$ cat config.mk
export PLATFORM = sky130hd
export DESIGN_NAME = muldiv_ctrl
export DESIGN_NICKNAME = d
export VERILOG_FILES = /design/src/rtl/muldiv_ctrl.sv
export SDC_FILE = /design/constraint.sdc
export NUM_CORES = 1
export LEC_CHECK = 0
export CAP_MARGIN = 20
export CELL_PAD_IN_SITES_DETAIL_PLACEMENT = 0
export CELL_PAD_IN_SITES_GLOBAL_PLACEMENT = 1
export CORE_MARGIN = 2
export CORE_UTILIZATION = 40
export DETAILED_ROUTE_END_ITERATION = 8
export HOLD_SLACK_MARGIN = 0.06
export PLACE_DENSITY_LB_ADDON = 0.1
export SLEW_MARGIN = 5
export SYNTH_ARGS = -nofsm -noshare
export SYNTH_HDL_FRONTEND = slang
export SYNTH_SLANG_ARGS = --single-unit
export TNS_END_PERCENT = 10
$ cat constraint.sdc
create_clock -name clk -period 8 [get_ports clk]
set_input_delay 2 -clock clk [delete_from_list [all_inputs] [get_ports clk]]
set_output_delay 2 -clock clk [all_outputs]
set_load 0.03 [all_outputs]
$ cat src/rtl/muldiv_ctrl.sv
// Iterative MULT/MULTU/DIV/DIVU sequencer that owns HI/LO and stalls EX through busy.
// Define MULDIV_FAST_MUL_EN to finish multiplies in the start cycle with a single-cycle multiplier.
module muldiv_ctrl #(
    parameter logic [31:0] HILO_RST = 32'h0000_0000
) (
    input  logic        clk,
    input  logic        rst,
    input  logic        start,
    input  logic [1:0]  op,
    input  logic [31:0] num1,
    input  logic [31:0] num2,
    input  logic        flush,
    input  logic        hi_we,
    input  logic        lo_we,
    input  logic [31:0] wdata,
    output logic        busy,
    output logic        done,
    output logic [31:0] hi_out,
    output logic [31:0] lo_out
);

    typedef enum logic [1:0] {IDLE, CALC, DONE} state_t;

    state_t      state, state_nxt;
    logic [1:0]  op_q;
    logic [31:0] opnd;
    logic [63:0] acc;
    logic [31:0] rem;
    logic        sign_q, sign_r;
    logic [4:0]  count;
    logic [31:0] hi_q, lo_q;

    logic        is_signed, accept, div_by_zero, short_op;
    logic [31:0] mag1, mag2;

    assign is_signed   = ~op[0];
    assign mag1        = (is_signed && num1[31]) ? -num1 : num1;
    assign mag2        = (is_signed && num2[31]) ? -num2 : num2;
    assign accept      = (state == IDLE) && start && !flush;
    assign div_by_zero = op[1] && (num2 == 32'd0);

`ifdef MULDIV_FAST_MUL_EN
    logic [63:0] fast_prod;
    assign fast_prod = op[0] ? ({32'd0, num1} * {32'd0, num2})
                             : $unsigned($signed({{32{num1[31]}}, num1}) *
                                         $signed({{32{num2[31]}}, num2}));
    assign short_op  = div_by_zero || !op[1];
`else
    assign short_op  = div_by_zero;
`endif

    // One 33-bit adder: adds the multiplicand for shift-add, subtracts the divisor for restoring division.
    // For multiply acc holds {partial product, remaining multiplier}; for divide acc[31:0] shifts dividend out / quotient in.
    logic        calc_mul, q_bit;
    logic [32:0] shifted, add_a, add_y;
    logic [31:0] add_b, rem_nxt;
    logic [63:0] acc_nxt;

    assign calc_mul = ~op_q[1];
    assign shifted  = {rem, acc[31]};
    assign add_a    = calc_mul ? {1'b0, acc[63:32]} : shifted;
    assign add_b    = (calc_mul && !acc[0]) ? 32'd0 : opnd;
    assign add_y    = calc_mul ? (add_a + {1'b0, add_b}) : (add_a - {1'b0, add_b});
    assign q_bit    = ~add_y[32];
    assign acc_nxt  = calc_mul ? {add_y, acc[31:1]} : {acc[63:32], acc[30:0], q_bit};
    assign rem_nxt  = calc_mul ? rem : (q_bit ? add_y[31:0] : shifted[31:0]);

    logic [63:0] prod_fix;
    logic [31:0] quo_fix, rem_fix;

    assign prod_fix = sign_q ? -acc_nxt : acc_nxt;
    assign quo_fix  = sign_q ? -acc_nxt[31:0] : acc_nxt[31:0];
    assign rem_fix  = sign_r ? -rem_nxt : rem_nxt;

    always_ff @(posedge clk or posedge rst) begin
        if (rst) begin
            state <= IDLE;
        end else begin
            state <= state_nxt;
        end
    end

    always_comb begin
        state_nxt = state;
        busy      = 1'b0;
        case (state)
            IDLE: begin
                if (accept) begin
                    busy      = 1'b1;
                    state_nxt = short_op ? DONE : CALC;
                end
            end
            CALC: begin
                busy = 1'b1;
                if (count == 5'd31) begin
                    state_nxt = DONE;
                end
            end
            DONE:    state_nxt = IDLE;
            default: state_nxt = IDLE;
        endcase
        if (flush) begin
            state_nxt = IDLE;
        end
    end

    // A flush only clears the counter; the abandoned operands are harmless since HI/LO are not touched.
    always_ff @(posedge clk or posedge rst) begin
        if (rst) begin
            op_q   <= 2'b00;
            opnd   <= 32'd0;
            acc    <= 64'd0;
            rem    <= 32'd0;
            sign_q <= 1'b0;
            sign_r <= 1'b0;
            count  <= 5'd0;
            hi_q   <= HILO_RST;
            lo_q   <= HILO_RST;
        end else if (flush) begin
            count <= 5'd0;
        end else if (accept) begin
            op_q   <= op;
            sign_q <= is_signed & (num1[31] ^ num2[31]);
            sign_r <= is_signed & num1[31];
            opnd   <= op[1] ? mag2 : mag1;
            acc    <= {32'd0, (op[1] ? mag1 : mag2)};
            rem    <= 32'd0;
            count  <= 5'd0;
            if (div_by_zero) begin
                lo_q <= 32'hFFFF_FFFF;
                hi_q <= num1;
            end
`ifdef MULDIV_FAST_MUL_EN
            else if (!op[1]) begin
                hi_q <= fast_prod[63:32];
                lo_q <= fast_prod[31:0];
            end
`endif
        end else if (state == CALC) begin
            count <= count + 5'd1;
            acc   <= acc_nxt;
            rem   <= rem_nxt;
            if (count == 5'd31) begin
                if (calc_mul) begin
                    hi_q <= prod_fix[63:32];
                    lo_q <= prod_fix[31:0];
                end else begin
                    hi_q <= rem_fix;
                    lo_q <= quo_fix;
                end
            end
        end else if (state == IDLE) begin
            if (hi_we) begin
                hi_q <= wdata;
            end
            if (lo_we) begin
                lo_q <= wdata;
            end
        end
    end

    assign done   = (state == DONE);
    assign hi_out = hi_q;
    assign lo_out = lo_q;

endmodule

==> results_dict.tcl <==
set metrics [dict create \
    dr.pass1.iters 8 \
    holdBufCountCts 0 \
    reg2reg_slack_ns 0.31 \
    rsz0062_at_grt "no" \
    post-synth-top-count-cell "nand2_1" \
    drv_cap 0 \
    skew_ns 0.02896 \
    crit_fanout 5 \
    maxSlewViolCount 0 \
    finalCritPeriodShare 0.9609 \
    worst_pin_slew_ns 1.122 \
    top_layer_used "met4" \
    synth_fp_nets 2631 \
    drc 16 \
    synth.distinct_cells 117 \
    insertion_delay_ns 0.58 \
    cp.required_ns 8.45 \
    vias 20430 \
    final_nets 2737 \
    grt-ovfl-total 0 \
    dpl.hpwl_um 65990 \
    grt_pass1_wl_um 125700 \
    route.met2.wl_um 36230 \
    initial_utilization 0.4054 \
    cp-endpoint "hi_out[24]" \
    ios 170 \
    fin_util 0.4805 \
    synthCells 2486 \
    first_iter_violations 2491 \
    synth-async-reset-ratio 1.000 \
    seq_area_frac_synth 0.2672 \
    grt_antenna_before_repair 1 \
    r2r_cells 31 \
    wl_met1_um 39210 \
    avgRoutedWirePerCell_um 26.61 \
    path_common_cell "o21ai_1" \
    grt_max_degree 131 \
    ys.flop_type "dfrtp_1" \
    synth_top_area_share 0.2672 \
    area_growth_pct 18.52 \
    worstPathArrival_ns 8.13 \
    vias_per_cell 6.348 \
    synth_edf_count 0 \
    ant_nets 0 \
    grt_use_total 0.3381 \
    grt_pass1_vias 18560 \
    startpoint "opnd[0]" \
    cts_tree "done" \
    gp_congestion 0.9293 \
    io_buffers 169 \
    clockRootBuffer "clkbuf_16" \
    crit_path_start_kind "flip-flop" \
    finalPower_mw 9.581 \
    max_slew_margin 0.2468 \
    synth-seq-cells 202 \
    chipHeight_um 221.5 \
    cp_slowest_cell "or4_4" \
    drive_above_1_share 0.1015 \
    wl_um 85650 \
    finalHoldViolCount 0 \
    critPathCaptureType "flip-flop" \
    synth.avg_cell_area_sq_um 7.609 \
    whs_path_depth 2 \
    cts_buffers 26 \
    die_area_sq_um 49040 \
    core-area_sq_um 46650 \
    synth_top_cells_by_count "340 x nand2_1, 280 x o21ai_0, 203 x a21oi_1" \
    clock_path_buffers 3 \
    ys_top_cells_by_area "dfrtp_1 27%, o21ai_0 7.4%, nand2_1 6.7%, a21oi_1 5.4%, xnor2_1 4.2%" \
    p_per_area_nw_per_um2 427.4 \
    routed-wl-met3_um 7209 \
    yosys_warnings 0 \
    yosysTopAreaCell "dfrtp_1" \
    reg2reg_to "hi_out[24]" \
    p_leak_nw 8.732 \
    timing.hold.ws_ns 0.4806 \
    cts_sinks 202 \
    worstSetupPathType "reg -> reg" \
    antenna_cells 0 \
    min_path_type "reg -> reg" \
    rr_startpoint "opnd[0]" \
    num_rows 79 \
    htreeDepth 1 \
    outcome "finished with violations" \
    clk_pin_slew_worst_paths_ns 0.06 \
    period_needed_ns 7.687 \
    critical-path-max-stage-delay_ns 0.57 \
    setup_viol 0 \
    peakVddDrop_uv 227.2 \
    violations "DRC" \
    die_w_um 221.5 \
    netlist_area_sq_um 18920 \
    fmax_ghz 0.1301 \
]
## layout by cell type (no fill, tap or decap), types with 18 or more instances in the layout
master,synthesis,layout
nand2_1,340,340
o21ai_0,280,278
a21oi_1,203,201
dfrtp_1,202,200
nor2_1,202,198
clkdlybuf4s50_1,0,168
xnor2_1,91,91
nor3_1,84,80
nand3_1,80,79
xor2_1,77,77
buf_4,3,75
mux2i_1,63,63
o211ai_1,45,45
ha_1,40,39
a31oi_1,38,38
o31ai_1,36,36
mux2_2,34,34
inv_1,32,31
clkbuf_16,0,26
or3_1,25,24
a21o_1,23,23
a211oi_1,21,21
nand2b_1,21,20
nor4_1,19,19
o21a_1,19,18
o21ai_1,16,18
## logic make-up (layout without fill, tap and decap cells)
logic type	Yosys count	in the layout	share of synthesized area
xor+xnor	168	168	0.07779
fa+ha+maj	41	41	0.02752
compound gates	853	853	0.2903
mux	102	102	0.05755
buf+inv	202	328	0.04419
flops	202	202	0.2672
simple gates	918	918	0.2355
## sequential cells by signal, indices dropped and copies added (netlist names)
signal  count
hi_out     32
opnd       32
state       2
sign_r      1
op_q        1
count       5
acc        64
lo_out     32
rem        32
sign_q      1
## per-layer routing
metal	global-route usage	vias up
li1	-	9363
met1	0.5002	9999
met2	0.5012	945
met3	0.05457	126
met4	0.1051	0
met5	0	-
## how the worst min path moves through the flow
| stage | from | end | slack [ns] |
|---|---|---|---|
| after floorplan | opnd[0] | opnd[0] | 0.46 |
| after global placement | hi_out[9] | hi_out[9] | 0.46 |
| after detailed placement | hi_out[9] | hi_out[9] | 0.47 |
| after CTS | hi_out[9] | hi_out[9] | 0.49 |
| after global routing | hi_out[15] | hi_out[15] | 0.51 |
| final | hi_out[9] | hi_out[9] | 0.48 |
## worst max-delay path: cells and delay by family (launching register included)
| kind | cells | cell delay, ns |
|---|---|---|
| fa+ha+maj | 2 | 0.59 |
| flops | 1 | 0.40 |
| simple gates | 12 | 3.02 |
| xor+xnor | 1 | 0.19 |
| buf+inv | 2 | 0.32 |
| compound gates | 14 | 3.05 |
## metrics by stage
step / instance area [sq um] / TNS [ns] / std cells / worst slack, ns
after floorplan: 18950 / 0 / 2486 / 0.03041
after global placement: 21290 / 0 / 3163 / 0.1795
after detailed placement: 21300 / -0.06473 / 3165 / -0.03716
after CTS: 22280 / 0 / 3213 / 0.02084
after global routing: 22420 / 0 / 3219 / 0.0003864
final: 22420 / 0 / 3219 / 0.3131
## report_power, final
| group | total, mW | internal, mW | switching [mW] |
|---|---|---|---|
| logic | 6.45 | 2.27 | 4.18 |
| clock network | 1.35 | 0.838 | 0.514 |
| registers | 1.78 | 1.34 | 0.439 |
| total | 9.58 | 4.45 | 5.13 |
## what timing repair did
action                                  CTS  global route
gates cloned                              0             0
pin swaps                                 0             6
setup buffers                             0             5
endpoints found under the setup margin    2            13
resized for setup                         3            15
## cell type report
class,instances,area [sq um]
well taps,607,759.5
fillers,4729,24240
multi-input cells,2082,13180
clock buffers,38,745.7
repair buffers,247,2332
clock inverters,10,214.0
flip-flops and latches,202,5060
inverters,33,131.4
Power figures use the tool's default switching activity.
